`src/rtl/usb_pkg.sv`:
```
// Shared USB definitions for the EP0 control path: handshake codes, token PIDs,
// EP0 stage encodings and a small length helper.
package usb_pkg;

    localparam logic [1:0] hs_ack   = 2'b00;
    localparam logic [1:0] hs_none  = 2'b01;
    localparam logic [1:0] hs_nak   = 2'b10;
    localparam logic [1:0] hs_stall = 2'b11;

    localparam logic [1:0] pid_out   = 2'b00;
    localparam logic [1:0] pid_in    = 2'b01;
    localparam logic [1:0] pid_setup = 2'b10;

    typedef enum logic [2:0] {
        StIdle      = 3'd0,
        StSetupWait = 3'd1,
        StDataIn    = 3'd2,
        StDataOut   = 3'd3,
        StStatusIn  = 3'd4,
        StStatusOut = 3'd5,
        StStall     = 3'd6
    } ep0_stage_e;

    function automatic logic [15:0] min16(input logic [15:0] a, input logic [15:0] b);
        return (a < b) ? a : b;
    endfunction

endpackage

```
`src/rtl/usb_ep0_chunker.sv`:
```
// EP0 data-stage bookkeeping: remaining/offset counters, the MAX_PKT chunk and
// the pending zero-length-packet flag.
module usb_ep0_chunker
    import usb_pkg::*;
#(
    parameter int unsigned MAX_PKT = 8,
    parameter int unsigned OFS_W   = 8
) (
    input  logic             clk,
    input  logic             rst,
    input  logic             load,
    input  logic [15:0]      load_total,
    input  logic [15:0]      load_wlength,
    input  logic             load_force_zlp,
    input  logic             ack,
    input  logic             sub_en,
    input  logic [6:0]       sub_len,
    output logic [6:0]       chunk,
    output logic [OFS_W-1:0] offset,
    output logic [15:0]      remaining_next,
    output logic             zlp_next
);

    localparam logic [15:0] MaxPkt16 = 16'(MAX_PKT);
    localparam logic [15:0] PktMask  = MaxPkt16 - 16'd1;

    logic [15:0]      remaining_q, remaining_d;
    logic [OFS_W-1:0] offset_q, offset_d;
    logic             zlp_q, zlp_d;
    logic [15:0]      chunk16;
    logic [15:0]      sub16;

    always_comb begin
        chunk16 = (remaining_q > MaxPkt16) ? MaxPkt16 : remaining_q;
        sub16   = {9'd0, sub_len};
    end

    always_comb begin
        remaining_d = remaining_q;
        offset_d    = offset_q;
        zlp_d       = zlp_q;
        if (load) begin
            remaining_d = load_total;
            offset_d    = '0;
            // A short reply that ends exactly on a packet boundary needs a ZLP to terminate it.
            zlp_d = load_force_zlp ||
                    ((load_total != 16'd0) && (load_total < load_wlength) &&
                     ((load_total & PktMask) == 16'd0));
        end else if (ack) begin
            remaining_d = remaining_q - chunk16;
            offset_d    = offset_q + OFS_W'(chunk16);
            if (chunk16 == 16'd0) begin
                zlp_d = 1'b0;
            end
        end else if (sub_en) begin
            remaining_d = (remaining_q > sub16) ? (remaining_q - sub16) : 16'd0;
        end
    end

    always_ff @(posedge clk) begin
        if (rst) begin
            remaining_q <= '0;
            offset_q    <= '0;
            zlp_q       <= 1'b0;
        end else begin
            remaining_q <= remaining_d;
            offset_q    <= offset_d;
            zlp_q       <= zlp_d;
        end
    end

    assign chunk          = chunk16[6:0];
    assign offset         = offset_q;
    assign remaining_next = remaining_d;
    assign zlp_next       = zlp_d;

endmodule

```
`src/rtl/usb_ep0_sequencer.sv`:
```
// EP0 control-transfer stage sequencer (SETUP -> DATA -> STATUS) with registered outputs.
// Define USB_EP0_STALL_EN to STALL unsupported requests; otherwise they get an empty data stage.
module usb_ep0_sequencer
    import usb_pkg::*;
#(
    parameter int unsigned MAX_PKT = 8,
    parameter int unsigned OFS_W   = 8
) (
    input  logic             clk,
    input  logic             rst,
    input  logic             tok_valid,
    input  logic [1:0]       tok_pid,
    input  logic             rx_data_ok,
    input  logic             rx_toggle,
    input  logic [6:0]       rx_len,
    input  logic             host_ack,
    input  logic             tx_busy,
    input  logic             setup_ready,
    input  logic             setup_dir_in,
    input  logic [15:0]      setup_wlength,
    input  logic [7:0]       resp_len,
    input  logic             resp_unsupported,
    output logic             tx_start,
    output logic [6:0]       tx_len,
    output logic [OFS_W-1:0] tx_offset,
    output logic             tx_data1,
    output logic             hs_valid,
    output logic [1:0]       hs_code,
    output logic             xfer_finished,
    output logic [2:0]       stage
);

    localparam logic [6:0] MaxPkt7 = 7'(MAX_PKT);

    ep0_stage_e       state_q, state_d;
    logic             toggle_q, toggle_d;
    logic             sent_q, sent_d;
    logic             tx_start_q, tx_start_d;
    logic [6:0]       tx_len_q, tx_len_d;
    logic [OFS_W-1:0] tx_offset_q, tx_offset_d;
    logic             tx_data1_q, tx_data1_d;
    logic             hs_valid_q, hs_valid_d;
    logic [1:0]       hs_code_q, hs_code_d;
    logic             xfer_finished_q, xfer_finished_d;

    logic             tok_in, tok_out, tok_setup, tok_io;
    logic             ck_load, ck_ack, ck_sub, ck_force_zlp, ck_zlp_next;
    logic [15:0]      ck_total, ck_rem_next;
    logic [6:0]       ck_chunk;
    logic [OFS_W-1:0] ck_offset;

    always_comb begin
        tok_in    = tok_valid && (tok_pid == pid_in);
        tok_out   = tok_valid && (tok_pid == pid_out);
        tok_setup = tok_valid && (tok_pid == pid_setup);
        tok_io    = tok_in || tok_out;
    end

    always_comb begin
        ck_total     = min16(setup_wlength, {8'h00, resp_len});
        ck_force_zlp = 1'b0;
`ifndef USB_EP0_STALL_EN
        // Unsupported request: answer with an empty data stage instead of stalling.
        if (resp_unsupported) begin
            ck_total     = 16'd0;
            ck_force_zlp = 1'b1;
        end
`endif
    end

    usb_ep0_chunker #(
        .MAX_PKT(MAX_PKT),
        .OFS_W  (OFS_W)
    ) u_chunker (
        .clk           (clk),
        .rst           (rst),
        .load          (ck_load),
        .load_total    (ck_total),
        .load_wlength  (setup_wlength),
        .load_force_zlp(ck_force_zlp),
        .ack           (ck_ack),
        .sub_en        (ck_sub),
        .sub_len       (rx_len),
        .chunk         (ck_chunk),
        .offset        (ck_offset),
        .remaining_next(ck_rem_next),
        .zlp_next      (ck_zlp_next)
    );

    always_comb begin
        state_d         = state_q;
        toggle_d        = toggle_q;
        sent_d          = sent_q;
        tx_start_d      = 1'b0;
        tx_len_d        = tx_len_q;
        tx_offset_d     = tx_offset_q;
        tx_data1_d      = tx_data1_q;
        hs_valid_d      = 1'b0;
        hs_code_d       = hs_none;
        xfer_finished_d = 1'b0;
        ck_load         = 1'b0;
        ck_ack          = 1'b0;
        ck_sub          = 1'b0;

        if (tok_setup) begin
            state_d = StSetupWait;
            sent_d  = 1'b0;
        end else begin
            case (state_q)
                StIdle: begin
                    if (tok_io) begin
                        hs_valid_d = 1'b1;
                        hs_code_d  = hs_nak;
                    end
                end
                StSetupWait: begin
                    if (rx_data_ok && !rx_toggle) begin
                        hs_valid_d = 1'b1;
                        hs_code_d  = hs_ack;
                    end
                    if (setup_ready) begin
                        ck_load  = 1'b1;
                        toggle_d = 1'b1;
                        sent_d   = 1'b0;
                        if (setup_wlength == 16'd0) begin
                            state_d = StStatusIn;
                        end else if (setup_dir_in) begin
                            state_d = StDataIn;
                        end else begin
                            state_d = StDataOut;
                        end
`ifdef USB_EP0_STALL_EN
                        if (resp_unsupported) begin
                            state_d = StStall;
                        end
`endif
                    end else if (tok_io) begin
                        hs_valid_d = 1'b1;
                        hs_code_d  = hs_nak;
                    end
                end
                StDataIn: begin
                    if (tok_out) begin
                        state_d = StStatusOut;
                        sent_d  = 1'b0;
                    end else begin
                        if (host_ack && sent_q) begin
                            ck_ack   = 1'b1;
                            toggle_d = ~toggle_q;
                            sent_d   = 1'b0;
                        end
                        if (tok_in) begin
                            if (tx_busy) begin
                                hs_valid_d = 1'b1;
                                hs_code_d  = hs_nak;
                            end else begin
                                // Until acked, every IN re-sends the same chunk and toggle.
                                tx_start_d  = 1'b1;
                                tx_len_d    = ck_chunk;
                                tx_offset_d = ck_offset;
                                tx_data1_d  = toggle_q;
                                sent_d      = 1'b1;
                            end
                        end
                        if ((ck_rem_next == 16'd0) && !ck_zlp_next) begin
                            state_d = StStatusOut;
                            sent_d  = 1'b0;
                        end
                    end
                end
                StDataOut: begin
                    if (rx_data_ok) begin
                        hs_valid_d = 1'b1;
                        hs_code_d  = hs_ack;
                        if (rx_toggle == toggle_q) begin
                            ck_sub   = 1'b1;
                            toggle_d = ~toggle_q;
                            if ((rx_len < MaxPkt7) || (ck_rem_next == 16'd0)) begin
                                state_d = StStatusIn;
                            end
                        end
                    end else if (tok_in) begin
                        state_d = StStatusIn;
                    end
                end
                StStatusIn: begin
                    if (host_ack && sent_q) begin
                        xfer_finished_d = 1'b1;
                        state_d         = StIdle;
                        sent_d          = 1'b0;
                    end else if (tok_in) begin
                        if (tx_busy) begin
                            hs_valid_d = 1'b1;
                            hs_code_d  = hs_nak;
                        end else begin
                            tx_start_d  = 1'b1;
                            tx_len_d    = 7'd0;
                            tx_offset_d = '0;
                            tx_data1_d  = 1'b1;
                            sent_d      = 1'b1;
                        end
                    end
                end
                StStatusOut: begin
                    if (rx_data_ok && (rx_len == 7'd0)) begin
                        hs_valid_d      = 1'b1;
                        hs_code_d       = hs_ack;
                        xfer_finished_d = 1'b1;
                        state_d         = StIdle;
                    end else if (tok_in) begin
                        hs_valid_d = 1'b1;
                        hs_code_d  = hs_nak;
                    end
                end
`ifdef USB_EP0_STALL_EN
                StStall: begin
                    if (tok_io) begin
                        hs_valid_d = 1'b1;
                        hs_code_d  = hs_stall;
                    end
                end
`endif
                default: state_d = StIdle;
            endcase
        end
    end

    always_ff @(posedge clk) begin
        if (rst) begin
            state_q         <= StIdle;
            toggle_q        <= 1'b0;
            sent_q          <= 1'b0;
            tx_start_q      <= 1'b0;
            tx_len_q        <= '0;
            tx_offset_q     <= '0;
            tx_data1_q      <= 1'b0;
            hs_valid_q      <= 1'b0;
            hs_code_q       <= hs_none;
            xfer_finished_q <= 1'b0;
        end else begin
            state_q         <= state_d;
            toggle_q        <= toggle_d;
            sent_q          <= sent_d;
            tx_start_q      <= tx_start_d;
            tx_len_q        <= tx_len_d;
            tx_offset_q     <= tx_offset_d;
            tx_data1_q      <= tx_data1_d;
            hs_valid_q      <= hs_valid_d;
            hs_code_q       <= hs_code_d;
            xfer_finished_q <= xfer_finished_d;
        end
    end

    assign tx_start      = tx_start_q;
    assign tx_len        = tx_len_q;
    assign tx_offset     = tx_offset_q;
    assign tx_data1      = tx_data1_q;
    assign hs_valid      = hs_valid_q;
    assign hs_code       = hs_code_q;
    assign xfer_finished = xfer_finished_q;
    assign stage         = state_q;

endmodule

```
`config.mk`:
```
export PLATFORM = sky130hd
export DESIGN_NAME = usb_ep0_sequencer
export DESIGN_NICKNAME = d
export VERILOG_FILES = /design/src/rtl/usb_pkg.sv /design/src/rtl/usb_ep0_chunker.sv /design/src/rtl/usb_ep0_sequencer.sv
export SDC_FILE = /design/constraint.sdc
export NUM_CORES = 1
export LEC_CHECK = 0
export ABC_AREA = 1
export BUFFER_PORTS_ARGS = -buffer_cell sky130_fd_sc_hd__clkbuf_2
export CAP_MARGIN = 20
export CORE_ASPECT_RATIO = 1.75
export CORE_UTILIZATION = 25
export DETAILED_ROUTE_END_ITERATION = 8
export GPL_TIMING_DRIVEN = 0
export PLACE_DENSITY = 0.44
export SLEW_MARGIN = 10
export SYNTH_ARGS = -nofsm -noshare
export SYNTH_HDL_FRONTEND = slang
export SYNTH_HIERARCHICAL = 1
export SYNTH_SLANG_ARGS = --single-unit
```
`constraint.sdc`:
```
create_clock -name clk -period 4.1 [get_ports clk]
set_input_delay 0.41 -clock clk [delete_from_list [all_inputs] [get_ports clk]]
set_output_delay 0.41 -clock clk [all_outputs]
set_load 0.01 [all_outputs]
```
==> run_summary.xml <==
<?xml version="1.0" encoding="UTF-8"?>
<metrics>
  <group name="critical_path">
    <metric name="timing.critical_path.slowest_stage_cell" unit="">sky130_fd_sc_hd__dfxtp_2</metric>
    <metric name="critPathLaunchType" unit="">register</metric>
    <metric name="critical_path_class" unit="">reg2reg</metric>
    <metric name="worst_setup_path_end_kind" unit="">register</metric>
    <metric name="crit_arrival" unit="ns">3.85</metric>
    <metric name="critPathMaxFanout" unit="">10</metric>
    <metric name="crit_top_cell" unit="">sky130_fd_sc_hd__nand2_1</metric>
    <metric name="r2r.worst_path.cells" unit="">26</metric>
    <metric name="slowest_delay" unit="ns">0.40</metric>
    <metric name="worstPathRequired" unit="ns">4.30</metric>
  </group>
  <group name="clock_network">
    <metric name="htree_num_levels" unit="">2</metric>
    <metric name="clock_latency" unit="ns">0.31</metric>
    <metric name="clock_sinks" unit="">51</metric>
    <metric name="cts.path.max_buffers" unit="">2</metric>
    <metric name="tritoncts" unit="">yes</metric>
    <metric name="path_clk_slew" unit="ns">0.07</metric>
    <metric name="holdBufCountCts" unit="">0</metric>
    <metric name="ctsResizeCount" unit="">0</metric>
    <metric name="clk_root_buffer_cell" unit="">sky130_fd_sc_hd__clkbuf_16</metric>
    <metric name="numCtsBuffers" unit="">5</metric>
    <metric name="cts_setup_buffers" unit="">0</metric>
  </group>
  <group name="power_and_ir_drop">
    <metric name="irDropWorstVdd" unit="µV">246.4</metric>
    <metric name="p_total" unit="mW">2.378</metric>
    <metric name="power-per-cell-area" unit="nW/µm²">409.2</metric>
    <metric name="leakage" unit="nW">3.161</metric>
  </group>
  <group name="hold_path">
    <metric name="worst_hold_path.num_cells" unit="">2</metric>
    <metric name="min_path_type" unit="">in2reg</metric>
  </group>
  <group name="die">
    <metric name="num_rows" unit="">67</metric>
    <metric name="die-height" unit="µm">187.3</metric>
    <metric name="fp.dieArea" unit="µm²">20210</metric>
    <metric name="design.portCount" unit="">67</metric>
    <metric name="floorplan.initialDensity" unit="">0.2556</metric>
    <metric name="die_width" unit="µm">107.9</metric>
    <metric name="core_area" unit="µm²">19200</metric>
  </group>
  <group name="timing">
    <metric name="timing_max_transition_violations_final" unit="">0</metric>
    <metric name="timing.fmax" unit="MHz">274.1</metric>
    <metric name="tightest_slew" unit="ns">0.6938</metric>
    <metric name="timing.setup.tns" unit="ns">0</metric>
    <metric name="slew_headroom" unit="">0.5339</metric>
    <metric name="finalSetupViolations" unit="">0</metric>
    <metric name="final_hold_viol_count" unit="">0</metric>
    <metric name="grt_setup_unrepaired" unit="">false</metric>
    <metric name="final.setup_skew" unit="ns">0.01492</metric>
    <metric name="fin_crit" unit="ns">3.648</metric>
    <metric name="timing.final.crit_share" unit="">0.8897</metric>
  </group>
  <group name="place">
    <metric name="numPlacedInstances" unit="">1174</metric>
    <metric name="place.port_buffers" unit="">65</metric>
    <metric name="final_hpwl_dp" unit="µm">13400</metric>
    <metric name="gp_congestion" unit="">0.8369</metric>
  </group>
  <group name="global_route">
    <metric name="first_global_vias" unit="">5123</metric>
    <metric name="global_route_wire_length_before_repair" unit="µm">25830</metric>
    <metric name="grt_util_all_layers" unit="">0.1651</metric>
    <metric name="globalRoute.totalOverflow" unit="">0</metric>
    <metric name="grt_antenna_before_repair" unit="">0</metric>
    <metric name="grt_start_max_net_pins" unit="">17</metric>
  </group>
  <group name="yosys">
    <metric name="synth_warnings" unit="">6</metric>
    <metric name="syn-instance-count" unit="">840</metric>
    <metric name="netlist.area_leader.share" unit="">0.2081</metric>
    <metric name="yosys-top-cells-area" unit="">sky130_fd_sc_hd__dfxtp_1, sky130_fd_sc_hd__nand2_1, sky130_fd_sc_hd__inv_1, sky130_fd_sc_hd__ha_1, sky130_fd_sc_hd__nor2_1</metric>
    <metric name="yosysUniqueCellTypes" unit="">42</metric>
    <metric name="synth_area_per_cell" unit="µm²">5.842</metric>
    <metric name="synth_top_cell_by_area" unit="">sky130_fd_sc_hd__dfxtp_1</metric>
    <metric name="synth.cell_area" unit="µm²">4907</metric>
    <metric name="synth_seq_cells" unit="">51</metric>
    <metric name="portion_of_the_post_synthesis_area_used_by_sequential_elements" unit="">0.2081</metric>
  </group>
  <group name="cells_and_area">
    <metric name="fillCellCount" unit="">2218</metric>
    <metric name="proportion_of_layout_cells_with_a_drive_suffix_above_1" unit="">0.1286</metric>
    <metric name="fraction_of_the_core_area_covered_by_cells_at_the_end_of_the_flow" unit="">0.3027</metric>
    <metric name="area_growth" unit="%">18.41</metric>
    <metric name="fin_cells" unit="">1182</metric>
    <metric name="antenna-diode-count" unit="">0</metric>
    <metric name="finalNetCount" unit="">1022</metric>
  </group>
  <group name="job">
    <metric name="max_cap_viol_count" unit="">0</metric>
  </group>
  <group name="detailed_routing">
    <metric name="vias_post_dr" unit="">5308</metric>
    <metric name="drtAntennaViolNets" unit="">0</metric>
    <metric name="drt_pass1_iterations" unit="">4</metric>
    <metric name="drt_wl_total" unit="µm">15930</metric>
    <metric name="remaining_drc_errors" unit="">0</metric>
    <metric name="drt_first_iter_violations" unit="">171</metric>
    <metric name="post_drt_wl_per_cell" unit="µm">13.48</metric>
    <metric name="drt-vias-per-instance" unit="">4.491</metric>
  </group>
  <group name="outcome">
    <metric name="outcome" unit="">finished clean</metric>
  </group>
</metrics>
-- synthesized netlist by cell type --
library cell	count
sky130_fd_sc_hd__ha_1	37
sky130_fd_sc_hd__xor2_1	7
sky130_fd_sc_hd__nor2_4	1
sky130_fd_sc_hd__and3_1	1
sky130_fd_sc_hd__nor2_2	3
sky130_fd_sc_hd__o211a_1	1
sky130_fd_sc_hd__nand3_2	3
sky130_fd_sc_hd__fa_1	2
sky130_fd_sc_hd__nand3b_1	7
sky130_fd_sc_hd__conb_1	3
sky130_fd_sc_hd__o21ai_2	1
sky130_fd_sc_hd__a21oi_2	1
sky130_fd_sc_hd__nor2_1	122
sky130_fd_sc_hd__o211ai_1	4
sky130_fd_sc_hd__o22ai_1	3
sky130_fd_sc_hd__a21oi_1	60
sky130_fd_sc_hd__inv_2	7
sky130_fd_sc_hd__clkbuf_1	6
sky130_fd_sc_hd__nand3_1	81
sky130_fd_sc_hd__nand2_4	1
sky130_fd_sc_hd__inv_1	136
sky130_fd_sc_hd__nor4_1	5
sky130_fd_sc_hd__buf_1	2
sky130_fd_sc_hd__nand4_1	13
sky130_fd_sc_hd__dfxtp_1	51
sky130_fd_sc_hd__buf_6	4
sky130_fd_sc_hd__buf_2	4
sky130_fd_sc_hd__clkinv_1	1
sky130_fd_sc_hd__nand2_1	194
sky130_fd_sc_hd__buf_8	1
sky130_fd_sc_hd__xnor2_1	2
sky130_fd_sc_hd__a31oi_1	3
sky130_fd_sc_hd__nor3_1	14
sky130_fd_sc_hd__a21boi_0	1
sky130_fd_sc_hd__o21ai_1	4
sky130_fd_sc_hd__or2_2	4
sky130_fd_sc_hd__or2_1	1
sky130_fd_sc_hd__o21ai_4	1
sky130_fd_sc_hd__clkbuf_8	1
sky130_fd_sc_hd__o21ai_0	37
sky130_fd_sc_hd__buf_4	5
sky130_fd_sc_hd__nand2_2	5
-- worst paths after layout --
kind | from | endpoint | slack, ns
setup / recovery | stage[0]$_SDFFE_PP0P_ | stage[1]$_SDFFE_PP0P_ | 0.45
hold / removal | rst | tx_len[2]$_SDFFE_PP0P_ | 0.46
setup reg to reg | stage[0]$_SDFFE_PP0P_ | stage[1]$_SDFFE_PP0P_ | 0.45
hold reg to reg | tx_len[4]$_SDFFE_PP0P_ | tx_len[4]$_SDFFE_PP0P_ | 0.46
-- layout make-up --
cell class                 count  area (µm²)  area share
buffer                        23       161.4     0.02778
clock buffer                   6       138.9     0.02390
clock inverter                 2       16.27    0.002799
inverter                     144       544.3     0.09367
multi-input combinational    650        3299      0.5678
sequential                    51        1023      0.1761
tap                          241       301.5     0.05189
timing repair buffer          65       325.3     0.05599
-- metal layers --
| layer | vias up | routed length [µm] | part of all wire | global-route usage |
|---|---|---|---|---|
| li1 | 2854 | - | - | - |
| met1 | 2368 | 5862 | 0.37 | 0.1617 |
| met2 | 66 | 9355 | 0.59 | 0.3410 |
| met3 | 20 | 287 | 0.018 | 0.01498 |
| met4 | 0 | 427 | 0.027 | 0.05901 |
| met5 | - | 0 | 0 | 0 |
-- state kept, by name, indices dropped and copies added (netlist names) --
| name | count |
|---|---|
| hs_code | 2 |
| hs_valid | 1 |
| sent_q | 1 |
| stage | 3 |
| toggle_q | 1 |
| tx_data1 | 1 |
| tx_len | 7 |
| tx_offset | 8 |
| tx_start | 1 |
| u_chunker/offset | 8 |
| u_chunker/remaining_q | 16 |
| u_chunker/zlp_q | 1 |
| xfer_finished | 1 |
-- layout by cell type (no fill, tap or decap), types with 6 or more instances in the layout --
master / instances
sky130_fd_sc_hd__nand3_1: 81
sky130_fd_sc_hd__conb_1: 31
sky130_fd_sc_hd__ha_1: 37
sky130_fd_sc_hd__nand4_1: 13
sky130_fd_sc_hd__xor2_1: 7
sky130_fd_sc_hd__dfxtp_1: 49
sky130_fd_sc_hd__nand3b_1: 7
sky130_fd_sc_hd__clkbuf_1: 6
sky130_fd_sc_hd__inv_1: 136
sky130_fd_sc_hd__nand2_1: 194
sky130_fd_sc_hd__o21ai_0: 37
sky130_fd_sc_hd__clkbuf_2: 65
sky130_fd_sc_hd__nor3_1: 13
sky130_fd_sc_hd__nor2_1: 120
sky130_fd_sc_hd__a21oi_1: 60
sky130_fd_sc_hd__inv_2: 7
-- where the power goes --
group | switching, mW | internal (mW)
combinational | 0.866 | 0.448
sequential | 0.0640 | 0.542
clock | 0.212 | 0.245
-- critical path, delay by kind of cell (launching register included) --
kind,cells,cell delay (ns)
AOI/OAI and AO/OA,1,0.15
buffers and inverters,4,0.56
DFF,1,0.40
and+or+nand+nor,21,2.43
-- kinds of logic after synthesis --
group           synth area share
flops                     0.2081
simple gates              0.4008
other cells             0.002295
xor+xnor                 0.01606
buf+inv                   0.1430
fa+ha+maj                 0.1025
compound gates            0.1272
-- through the flow --
step,instance area [µm²],hold slack (ns),worst slack [ns]
6_report,5811,0.4616,0.4522
2_1_floorplan,5012,0.4566,1.108
3_5_place_dp,5639,0.4563,0.1051
5_1_grt,5811,0.4817,0.08639
3_3_place_gp,5639,0.4531,0.08049
4_1_cts,5794,0.4606,0.07155
(Power assumes the default switching activity.)
